[src/rtl/atc_pkg.sv]
// Definitions shared by runway_picker and runway_occupancy_tracker:
// the runway state encoding, grant-word bit positions and a sizing helper.
package atc_pkg;

    typedef enum logic [1:0] {
        FREE     = 2'd0,
        OCCUPIED = 2'd1,
        CLEARING = 2'd2
    } runway_state_t;

    // Bit positions inside the 4-bit grant word
    localparam int unsigned SIG_A       = 0;
    localparam int unsigned SIG_B       = 1;
    localparam int unsigned SIG_DIR_LSB = 2;
    localparam int unsigned SIG_DIR_MSB = 3;

    function automatic int unsigned max2(input int unsigned a, input int unsigned b);
        return (a > b) ? a : b;
    endfunction

endpackage

[src/rtl/runway_slot.sv]
// One runway: FREE -> OCCUPIED -> CLEARING -> FREE, with an occupancy/clearing
// timer and the direction latched at the last accepted grant.
module runway_slot
    import atc_pkg::*;
#(
    parameter int unsigned OCC_CYCLES   = 8,
    parameter int unsigned CLEAR_CYCLES = 2,
    parameter int unsigned TW           = 4
) (
    input  logic       clk,
    input  logic       rst_n,
    input  logic       grant,
    input  logic [1:0] dir,
    input  logic       vacate,
    output logic       busy,
    output logic [1:0] dir_q,
    output logic       reject
);

    localparam logic [TW-1:0] OCC_LOAD = TW'(OCC_CYCLES - 1);
    localparam logic [TW-1:0] CLR_LOAD = TW'(CLEAR_CYCLES - 1);

    runway_state_t state;
    logic [TW-1:0] timer;

    // Acceptance is judged on the state held before the edge
    assign reject = grant && (state != FREE);

    // Runway FSM, timer, direction latch and registered busy flag
    always_ff @(posedge clk or negedge rst_n) begin
        if (!rst_n) begin
            state <= FREE;
            timer <= '0;
            dir_q <= '0;
            busy  <= 1'b0;
        end else begin
            case (state)
                FREE: begin
                    if (grant) begin
                        state <= OCCUPIED;
                        timer <= OCC_LOAD;
                        dir_q <= dir;
                        busy  <= 1'b1;
                    end
                end
                OCCUPIED: begin
                    if (vacate || timer == '0) begin
                        state <= CLEARING;
                        timer <= CLR_LOAD;
                    end else begin
                        timer <= timer - 1'b1;
                    end
                end
                CLEARING: begin
                    if (timer == '0) begin
                        state <= FREE;
                        busy  <= 1'b0;
                    end else begin
                        timer <= timer - 1'b1;
                    end
                end
                default: begin
                    state <= FREE;
                    timer <= '0;
                    busy  <= 1'b0;
                end
            endcase
        end
    end

endmodule

[src/rtl/runway_occupancy_tracker.sv]
// Receives grant strobes from runway_picker, tracks occupancy of runways A/B,
// flags unhonourable grants and counts accepted movements.
module runway_occupancy_tracker
    import atc_pkg::*;
#(
    parameter int unsigned OCC_CYCLES   = 8,
    parameter int unsigned CLEAR_CYCLES = 2
) (
    input  logic       clk,
    input  logic       rst_n,
    input  logic       en,
    input  logic [3:0] signal,
    input  logic [1:0] vacate,
    output logic       A,
    output logic       B,
    output logic [1:0] dir_a,
    output logic [1:0] dir_b,
    output logic       conflict,
    output logic [7:0] movements
);

    localparam int unsigned TW = $clog2(max2(OCC_CYCLES, CLEAR_CYCLES) + 1);

    logic       valid_word;
    logic       grant_a;
    logic       grant_b;
    logic       reject_a;
    logic       reject_b;
    logic [1:0] dir;

    assign valid_word = signal[SIG_A] ^ signal[SIG_B];
    assign grant_a    = en && valid_word && signal[SIG_A];
    assign grant_b    = en && valid_word && signal[SIG_B];
    assign dir        = signal[SIG_DIR_MSB:SIG_DIR_LSB];

    runway_slot #(
        .OCC_CYCLES   (OCC_CYCLES),
        .CLEAR_CYCLES (CLEAR_CYCLES),
        .TW           (TW)
    ) u_slot_a (
        .clk    (clk),
        .rst_n  (rst_n),
        .grant  (grant_a),
        .dir    (dir),
        .vacate (vacate[0]),
        .busy   (A),
        .dir_q  (dir_a),
        .reject (reject_a)
    );

    runway_slot #(
        .OCC_CYCLES   (OCC_CYCLES),
        .CLEAR_CYCLES (CLEAR_CYCLES),
        .TW           (TW)
    ) u_slot_b (
        .clk    (clk),
        .rst_n  (rst_n),
        .grant  (grant_b),
        .dir    (dir),
        .vacate (vacate[1]),
        .busy   (B),
        .dir_q  (dir_b),
        .reject (reject_b)
    );

    // Registered conflict pulse and saturating count of accepted grants
    always_ff @(posedge clk or negedge rst_n) begin
        if (!rst_n) begin
            conflict  <= 1'b0;
            movements <= '0;
        end else begin
            conflict <= (en && !valid_word) || reject_a || reject_b;
            if (((grant_a && !reject_a) || (grant_b && !reject_b)) && movements != '1)
                movements <= movements + 1'b1;
        end
    end

endmodule
[config.mk]
export PLATFORM = sky130hd
export DESIGN_NAME = runway_occupancy_tracker
export DESIGN_NICKNAME = d
export VERILOG_FILES = /design/src/rtl/atc_pkg.sv /design/src/rtl/runway_slot.sv /design/src/rtl/runway_occupancy_tracker.sv
export SDC_FILE = /design/constraint.sdc
export NUM_CORES = 1
export LEC_CHECK = 0
export ABC_AREA = 1
export BUFFER_PORTS_ARGS = -buffer_cell sky130_fd_sc_hd__clkbuf_2
export CAP_MARGIN = 20
export CORE_MARGIN = 1
export CORE_UTILIZATION = 29
export DETAILED_ROUTE_END_ITERATION = 16
export HOLD_SLACK_MARGIN = 0.02
export PLACE_DENSITY_LB_ADDON = 0.05
export SETUP_SLACK_MARGIN = 0.05
export SLEW_MARGIN = 25
export SYNTH_ARGS = -nofsm -noshare
export SYNTH_HDL_FRONTEND = slang
export SYNTH_SLANG_ARGS = --single-unit
[constraint.sdc]
create_clock -name clk -period 4.1 [get_ports clk]
set_clock_uncertainty 0.05 [all_clocks]
set_input_delay 0.615 -clock clk [delete_from_list [all_inputs] [get_ports clk]]
set_output_delay 0.615 -clock clk [all_outputs]
set_load 0.01 [all_outputs]
==> results of run 1 <==
area by class of cell:
class	count	area (um2)	area share, %
Multi-Input combinational cell	162	850	44.4
Sequential cell	27	676	35.3
Inverter	35	131	6.87
Timing Repair Buffer	23	115	6.02
Tap cell	72	90.1	4.71
Clock buffer	3	41.3	2.16
Clock inverter	1	8.76	0.458
power by group through the flow:
stage	logic [mW]	clock network [mW]	registers, mW
2_1_floorplan	0.369	0	0.465
3_3_place_gp	0.527	0	0.470
3_5_place_dp	0.525	0	0.467
4_1_cts	0.527	0.171	0.464
5_1_grt	0.610	0.176	0.483
6_report	0.518	0.160	0.462
cells in the final DEF (no fill, tap or decap), types with 2 or more instances in the layout:
master,instances
o21ai_0,9
nor2_4,3
nor3_1,2
o21ai_2,2
nand2_4,2
clkbuf_8,3
xnor2_1,2
nand3_2,2
nor2_1,9
nand4_1,11
clkbuf_2,23
nor2_2,4
ha_1,5
a21oi_1,2
nand3_1,21
inv_1,31
dfrtp_1,27
inv_2,4
nand2_1,80
nand2_2,3
worst paths after layout:
path,from,end,slack [ns],depth (start not counted)
max,movements[4],movements[4],2.47,1
min,rst_n,conflict,0.33,1
max reg2reg,movements[0],movements[2],2.49,7
min reg2reg,u_slot_a.busy,u_slot_a.busy,0.45,2
max in group asynchronous,rst_n,u_slot_a.timer[0],3.20,1
min in group clk,u_slot_a.busy,u_slot_a.busy,0.45,2
registers in the layout, indices dropped and copies added, names as in the netlist:
register        flops
u_slot_a.busy       1
u_slot_a.timer      4
u_slot_b.dir_q      2
movements           8
u_slot_b.timer      4
conflict            1
u_slot_a.dir_q      2
u_slot_a.state      2
u_slot_b.busy       1
u_slot_b.state      2
metrics by stage:
step | cell area, um2 | setup WS [ns] | util [%]
2_1_floorplan | 1660 | 2.67 | -
3_3_place_gp | 1860 | 2.43 | 33.8
3_5_place_dp | 1860 | 2.41 | 33.8
4_1_cts | 1910 | 2.45 | 34.7
5_1_grt | 1910 | 2.32 | 34.7
6_report | 1910 | 2.47 | 34.7
routing by layer:
layer  track usage (%)  vias up  share of wire [%]
met5                 0        -                  0
met2              21.4       19                 43
met1              19.6      677                 53
li1                  -      771                  -
met3              1.76        2                3.2
met4              3.96        0               0.73
cell families after synthesis:
logic type	after synthesis	share of synthesized area, %
xor+xnor	3	1.59
buf+inv	35	7.93
flops	27	40.8
fa+ha+maj	5	3.78
compound gates	15	5.06
simple gates	139	40.9
Yosys cell counts (all sizes together):
library cell | count | area [um2]
nand2 | 85 | 342
inv | 35 | 131
dfrtp | 27 | 676
nand3 | 24 | 143
nor2 | 16 | 92.6
nand4 | 12 | 90.1
o21ai | 12 | 67.6
ha | 5 | 62.6
a21oi | 2 | 10.0
nor3 | 2 | 10.0
xnor2 | 2 | 17.5
o22ai | 1 | 6.26
xor2 | 1 | 8.76
==> results.py, run 1 <==
metrics = {
    "floorplan": {
        "ios": 24,
        "die_area_um2": 6020,
        "die_h_um": 77.6,
        "die_x_um": 77.6,
        "fp.coreArea_um2": 5510,
        "row_count": 27,
        "initial_core_util_pct": 30.1,
    },
    "synthesis": {
        "syn_nets": 238,
        "synth_cell_type_count": 23,
        "synth_warnings": 0,
        "synth_cells": 224,
        "synth_seq_cells": 27,
        "syn-cell-area_um2": 1660,
        "syn_avg_cell_area_um2": 7.40,
        "seq_area_frac_synth_pct": 40.8,
    },
    "sta": {
        "slew_headroom_pct": 51.4,
        "fin_tns_setup_ns": 0,
        "slew_violations": 0,
        "hold_slack_ns": 0.325,
        "setup_violations": 0,
        "rsz0062_at_grt": "no",
        "fmax_mhz": 615,
        "min_period_ns": 1.63,
        "hold_violations": 0,
        "worst_pin_slew_ns": 0.729,
        "timing.final.crit_share_pct": 39.7,
    },
    "clocking": {
        "clock_latency_ns": 0.27,
        "postCtsSetupBuffers": 0,
        "cts_buffers": 3,
        "h-tree-depth": 1,
        "clk_path_buf_depth": 2,
        "cts_root_buf": "clkbuf_8",
        "cts_hold_buffers": 0,
        "cts_tree": "done",
        "cts_resized": 0,
        "path_clk_slew_ns": 0.10,
        "clock-sinks": 27,
    },
    "global_route": {
        "grt-ovfl-total": 0,
        "grt_pass1_vias": 1411,
        "grt_max_degree": 28,
        "antenna_found_initial": 0,
        "grt_pass1_wl_mm": 6.58,
        "track_usage_pct": 13.7,
    },
    "pwr": {
        "p_sw_mw": 0.517,
        "peakVddDrop_mv": 0.234,
        "p_per_area_nw_per_um2": 596,
        "p_clk_share_pct": 14.0,
        "leakage_nw": 1.04,
        "power_frac_seq_pct": 40.5,
        "power.internal_mw": 0.622,
        "combPwrFrac_pct": 45.4,
        "power_mw": 1.14,
        "swShare_pct": 45.4,
    },
    "worst_setup_path": {
        "critPathTopFamily": "flip-flops",
        "criticalPathCategory": "reg2out",
        "end_kind": "output port",
        "required_ns": 3.43,
        "crit_path_top_delay_cell": "dfrtp_1",
        "worstPathMaxFanout": 6,
        "crit_arrival_ns": 0.96,
        "crit_chain": "clkbuf_2",
        "critPathMaxStageDelay_ns": 0.51,
        "cp-start-kind": "flop",
        "crit_buf_inv": 1,
    },
    "placed_design": {
        "placed_cells_incl_taps": 319,
        "dpl.hpwl_mm": 2.85,
        "place_congestion": 0.713,
        "port-buffer-count": 23,
    },
    "final_layout": {
        "area_delta_synth_final_pct": 15.4,
        "nFillCells": 620,
        "stdcell_count": 323,
        "layout-drive-gt1-share_pct": 19.5,
        "antenna_cells": 0,
        "nets": 266,
    },
    "routing": {
        "routed_via_density": 4.55,
        "detail-route-antenna-nets": 0,
        "route.detailed.drc": 0,
        "routed_wl_mm": 3.68,
        "dr_total_vias": 1469,
        "drtPass1Iterations": 4,
        "post_drt_wl_per_cell_um": 11.4,
        "initialDrtViolationCount": 35,
    },
    "job": {
        "maxCapViolCount": 0,
    },
    "run_status": {
        "status": "finished, final reports clean",
    },
    "min_path": {
        "hold_class": "in2async",
    },
}
No activity file was read; power rests on OpenSTA's default activity.
==> run 2: changes to the inputs <==
- clock period: 4.1 -> 1.34 ns (I/O delays scaled with it)
==> run 2 against run 1 <==
First-iteration DRC count grew 86%. Utilization grew 8.3 points. Clock power grew to 3.0 times the previous value. Via count grew 8.4%.
==> results.py, run 2 (synthesis gave the netlist of run 1 again) <==
metrics = {
    "run_status": {
        "status": "finished, final reports clean",
    },
    "global_route": {
        "grt_pass1_vias": 1565,
        "track_usage_pct": 14.7,
        "grt_max_degree": 28,
        "grt_pass1_wl_mm": 7.10,
        "antenna_found_initial": 0,
        "grt-ovfl-total": 0,
    },
    "floorplan": {
        "die_h_um": 77.6,
        "row_count": 27,
        "die_area_um2": 6020,
        "ios": 24,
        "die_x_um": 77.6,
        "initial_core_util_pct": 30.1,
        "fp.coreArea_um2": 5510,
    },
    "worst_setup_path": {
        "worstPathMaxFanout": 4,
        "critPathTopFamily": "simple AND/OR/NAND/NOR gates",
        "crit_path_top_delay_cell": "dfrtp_1",
        "crit_chain": "inv_2 -> ha_4 -> nand2_4 -> nor2_4 -> nand2_4 -> nand2_4 -> inv_4 -> nand2_2 -> nand2_1",
        "r2r-start": "u_slot_a.timer[0]",
        "cp-start-kind": "flop",
        "critPathMaxStageDelay_ns": 0.40,
        "crit_path_start": "u_slot_a.timer[0]",
        "crit_buf_inv": 2,
        "crit_arrival_ns": 1.45,
        "required_ns": 1.47,
        "criticalPathCategory": "reg2reg",
        "cpMostUsedCell": "nand2_4",
        "end_kind": "flop",
    },
    "sta": {
        "setup_violations": 0,
        "fmax_mhz": 757,
        "rsz0062_at_grt": "yes",
        "hold_violations": 0,
        "fin_tns_setup_ns": 0,
        "worst_pin_slew_ns": 0.366,
        "min_period_ns": 1.32,
        "slew_violations": 0,
        "slew_headroom_pct": 75.6,
        "hold_slack_ns": 0.116,
        "timing.final.crit_share_pct": 98.6,
        "fin_ws_ns": 0.0183,
    },
    "clocking": {
        "clock_latency_ns": 0.28,
        "cts_root_buf": "clkbuf_8",
        "cts_tree": "done",
        "clock-sinks": 27,
        "clk_path_buf_depth": 2,
        "path_clk_slew_ns": 0.10,
        "h-tree-depth": 1,
        "cts_buffers": 3,
    },
    "final_layout": {
        "antenna_cells": 0,
        "area_delta_synth_final_pct": 43.1,
        "largest_reg_flops": 8,
        "layout-drive-gt1-share_pct": 41.3,
        "register_area_um2": 678,
        "mostFrequentLayoutCells": "nand2_1, buf_4, dfrtp_1, inv_1, clkbuf_2",
        "nets": 301,
        "nFillCells": 566,
        "largest-register": "movements",
        "mostFrequentLayoutCell": "nand2_1",
        "multi_input_area_um2": 1030,
        "reg_top3": "movements x8, u_slot_a.timer x4, u_slot_b.timer x4",
        "final_core_util_pct": 43.1,
    },
    "placed_design": {
        "pre_cts_slack_ns": -0.0472,
        "port-buffer-count": 23,
        "dpl.hpwl_mm": 2.87,
        "place_congestion": 0.828,
    },
    "routing": {
        "post_drt_wl_per_cell_um": 11.1,
        "detail-route-antenna-nets": 0,
        "routed_via_density": 4.45,
        "dr_total_vias": 1593,
        "initialDrtViolationCount": 65,
        "routed_wl_mm": 3.98,
        "drtPass1Iterations": 4,
        "route.detailed.drc": 0,
    },
    "pwr": {
        "leakage_nw": 1.24,
        "combPwrFrac_pct": 58.6,
        "p_per_area_nw_per_um2": 1890,
        "power_frac_seq_pct": 30.7,
        "swShare_pct": 43.9,
        "power_mw": 4.47,
        "p_sw_mw": 1.96,
        "p_clk_share_pct": 10.7,
        "peakVddDrop_mv": 0.923,
        "power.internal_mw": 2.51,
    },
    "job": {
        "maxCapViolCount": 0,
    },
    "min_path": {
        "hold_class": "in2reg",
        "hold_start": "signal[2]",
    },
}
## run 2: final timing paths
path                                     end  slack [ns]  depth (start not counted)
max                        u_slot_a.timer[1]        0.02                          9
min                        u_slot_b.dir_q[0]        0.12                          3
max reg2reg                u_slot_a.timer[1]        0.02                          9
min reg2reg                    u_slot_a.busy        0.45                          2
max in group asynchronous       movements[0]        0.54                          3
min in group asynchronous  u_slot_a.dir_q[1]        0.40                          3
## run 2: what timing repair did
item                                    in CTS  in global routing
resized for setup                           16                 36
endpoints found under the setup margin      17                 21
buffers inserted                             9                  3
pin swaps                                   17                 22
hold endpoints to repair                    27                  0
hold buffers                                 1                  0
## run 2: stage by stage
stage,area [um2],cells
floorplan,1670,224
global placement,2040,341
detailed placement,2040,341
CTS,2220,355
global route,2370,358
finish,2370,358
## run 2: power by group through the flow
stage,clock network [mW],logic (mW),registers (mW)
5_1_grt,0.540,2.93,1.42
2_1_floorplan,0,1.14,1.44
3_5_place_dp,0,1.99,1.35
4_1_cts,0.509,2.26,1.33
6_report,0.479,2.62,1.37
3_3_place_gp,0,2.00,1.35
## run 2: area by class of cell
class | count | area share (%)
Clock inverter | 1 | 0.211
Sequential cell | 27 | 28.6
Tap cell | 72 | 3.80
Inverter | 35 | 5.65
Clock buffer | 3 | 1.74
Timing Repair Buffer | 58 | 16.7
Multi-Input combinational cell | 162 | 43.3
## run 2: layer usage
layer / part of all wire [%] / vias up / global-route usage, % / routed length, um
met5: 0 / - / 0 / 0
met4: 0.68 / 0 / 3.21 / 27
met3: 2.8 / 2 / 3.06 / 113
met2: 47 / 20 / 23.4 / 1890
met1: 49 / 733 / 20.3 / 1950
li1: - / 838 / - / -
## run 2: worst min-delay path, delay by kind of cell
kind / cells / cell delay, ns
compound gates: 1 / 0.08
buf+inv: 2 / 0.13
==> run 3: changes to the inputs <==
- CORE_UTILIZATION: 29 -> 45
==> run 3 against run 2 <==
Utilization grew 27 points. Critical endpoint is now movements[5]. Highest routed layer unchanged. Register-to-register slack gained 0.02 ns. Routed wire length shrank 1.1%. Count of clock-buffer cells in the layout grew 1.
==> results.py, run 3 (synthesis gave the netlist of run 1 again) <==
metrics = {
    "pwr": {
        "p_sw_mw": 1.97,
        "swShare_pct": 43.8,
        "power.internal_mw": 2.52,
        "leakage_nw": 1.24,
        "power_mw": 4.49,
        "p_clk_share_pct": 10.6,
        "power_frac_seq_pct": 31.0,
        "p_per_area_nw_per_um2": 1860,
        "peakVddDrop_mv": 1.11,
        "combPwrFrac_pct": 58.5,
    },
    "routing": {
        "detail-route-antenna-nets": 0,
        "dr_total_vias": 1645,
        "initialDrtViolationCount": 114,
        "routed_wl_mm": 3.93,
        "post_drt_wl_per_cell_um": 11.7,
        "route.detailed.drc": 0,
        "drtPass1Iterations": 4,
        "routed_via_density": 4.90,
    },
    "worst_setup_path": {
        "worstPathMaxFanout": 5,
        "crit_arrival_ns": 1.47,
        "critPathTopFamily": "simple AND/OR/NAND/NOR gates",
        "criticalPathCategory": "reg2reg",
        "crit_chain": "ha_4 -> nand3_4 -> nor2_4 -> nand3_4 -> nand2_8 -> nand2_1 -> nand2_1",
        "crit_path_top_delay_cell": "dfrtp_1",
        "regToRegEndpoint": "movements[5]",
        "r2r-start": "movements[1]",
        "required_ns": 1.51,
        "reg2reg_slack_ns": 0.04,
        "end_kind": "flop",
        "cp-start-kind": "flop",
        "rr_worst_depth": 7,
        "cp.depth": 7,
        "critPathMaxStageDelay_ns": 0.40,
        "crit_buf_inv": 0,
    },
    "floorplan": {
        "fp.coreArea_um2": 3440,
        "ios": 24,
        "die_area_um2": 3930,
        "initial_core_util_pct": 48.1,
        "row_count": 21,
        "die_h_um": 62.7,
        "die_x_um": 62.7,
    },
    "final_layout": {
        "register_area_um2": 682,
        "antenna_cells": 0,
        "mostFrequentLayoutCell": "nand2_1",
        "design_area_um2": 2410,
        "multi_input_area_um2": 1090,
        "stdcell_count": 336,
        "area_delta_synth_final_pct": 45.7,
        "mostFrequentLayoutCells": "nand2_1, buf_4, inv_1, clkbuf_2, dfrtp_1",
        "nFillCells": 279,
        "largest-register": "movements",
        "nets": 305,
        "layout-drive-gt1-share_pct": 43.4,
        "final_core_util_pct": 70.1,
        "reg_top3": "movements x8, u_slot_a.timer x4, u_slot_b.timer x4",
        "largest_reg_flops": 8,
    },
    "clocking": {
        "clk_path_buf_depth": 2,
        "clock_latency_ns": 0.27,
        "cts_tree": "done",
        "cts_buffers": 3,
        "clock-sinks": 27,
        "cts_root_buf": "clkbuf_8",
        "path_clk_slew_ns": 0.10,
        "h-tree-depth": 1,
    },
    "sta": {
        "rsz0062_at_grt": "yes",
        "fin_tns_setup_ns": 0,
        "min_period_ns": 1.30,
        "hold_slack_ns": 0.122,
        "fin_ws_ns": 0.0385,
        "timing.final.crit_share_pct": 97.1,
        "fmax_mhz": 768,
        "setup_violations": 0,
        "worst_pin_slew_ns": 0.346,
        "hold_violations": 0,
        "slew_headroom_pct": 76.9,
        "slew_violations": 0,
    },
    "placed_design": {
        "place_congestion": 0.809,
        "placed_area_um2": 1970,
        "port-buffer-count": 23,
        "pre_cts_slack_ns": -0.0201,
        "placed_cells_incl_taps": 310,
        "dpl.hpwl_mm": 2.57,
    },
    "min_path": {
        "hold_end": "u_slot_b.dir_q[1]",
        "hold_class": "in2reg",
        "hold_depth": 3,
        "hold_start": "signal[3]",
    },
    "global_route": {
        "grt_pass1_vias": 1569,
        "antenna_found_initial": 0,
        "track_usage_pct": 21.3,
        "grt_max_degree": 28,
        "grt_pass1_wl_mm": 6.73,
        "grt-ovfl-total": 0,
    },
    "run_status": {
        "status": "finished, final reports clean",
    },
    "job": {
        "maxCapViolCount": 0,
    },
}
[run 3: cell count changes in the layout (fill, tap and decap cells not counted), sizes merged]
cell | previous run | this run
clkinv | 1 | 0
nand3 | 24 | 25
buf | 34 | 36
clkbuf | 26 | 27
nand2 | 85 | 86
[run 3: tightest hold or removal path: cells and delay by family]
family | cells | cell delay, ns
buf+inv | 2 | 0.14
compound gates | 1 | 0.07
[run 3: power groups by stage]
stage	registers [mW]	clock network [mW]	logic, mW
5_1_grt	1.43	0.519	2.93
4_1_cts	1.35	0.481	2.24
3_3_place_gp	1.35	0	1.84
6_report	1.39	0.475	2.63
3_5_place_dp	1.36	0	1.87
2_1_floorplan	1.44	0	1.14
[run 3: routing by layer]
metal / share of wire, % / global-route usage, % / wire, um / up-vias
li1: - / - / - / 853
met3: 1.8 / 2.19 / 69 / 4
met2: 51 / 38.5 / 2000 / 21
met5: 0 / 0 / 0 / -
met4: 1.1 / 5.23 / 45 / 0
met1: 46 / 26.9 / 1810 / 767
[run 3: timing repair]
item,CTS,global route
resized for setup,19,42
endpoints found under the setup margin,17,24
setup buffers,11,8
pin swaps,14,15
hold buffers,1,0
gates cloned,2,0
endpoints found under the hold margin,27,0
[run 3: cell type report]
cell class              instances  share of cell area, %
multi-input cells             164                   45.0
repair buffers                 60                   17.0
clock buffers                   4                   1.87
inverters                      35                   5.44
well taps                      46                   2.38
flip-flops and latches         27                   28.3
[run 3: worst max-delay path by stage]
stage,startpoint,endpoint
6_report,movements[1],movements[5]
5_1_grt,u_slot_a.timer[0],u_slot_a.timer[0]
4_1_cts,u_slot_b.state[0],movements[7]
3_5_place_dp,u_slot_b.timer[0],u_slot_b.busy
3_3_place_gp,u_slot_b.state[1],movements[2]
2_1_floorplan,movements[1],movements[2]
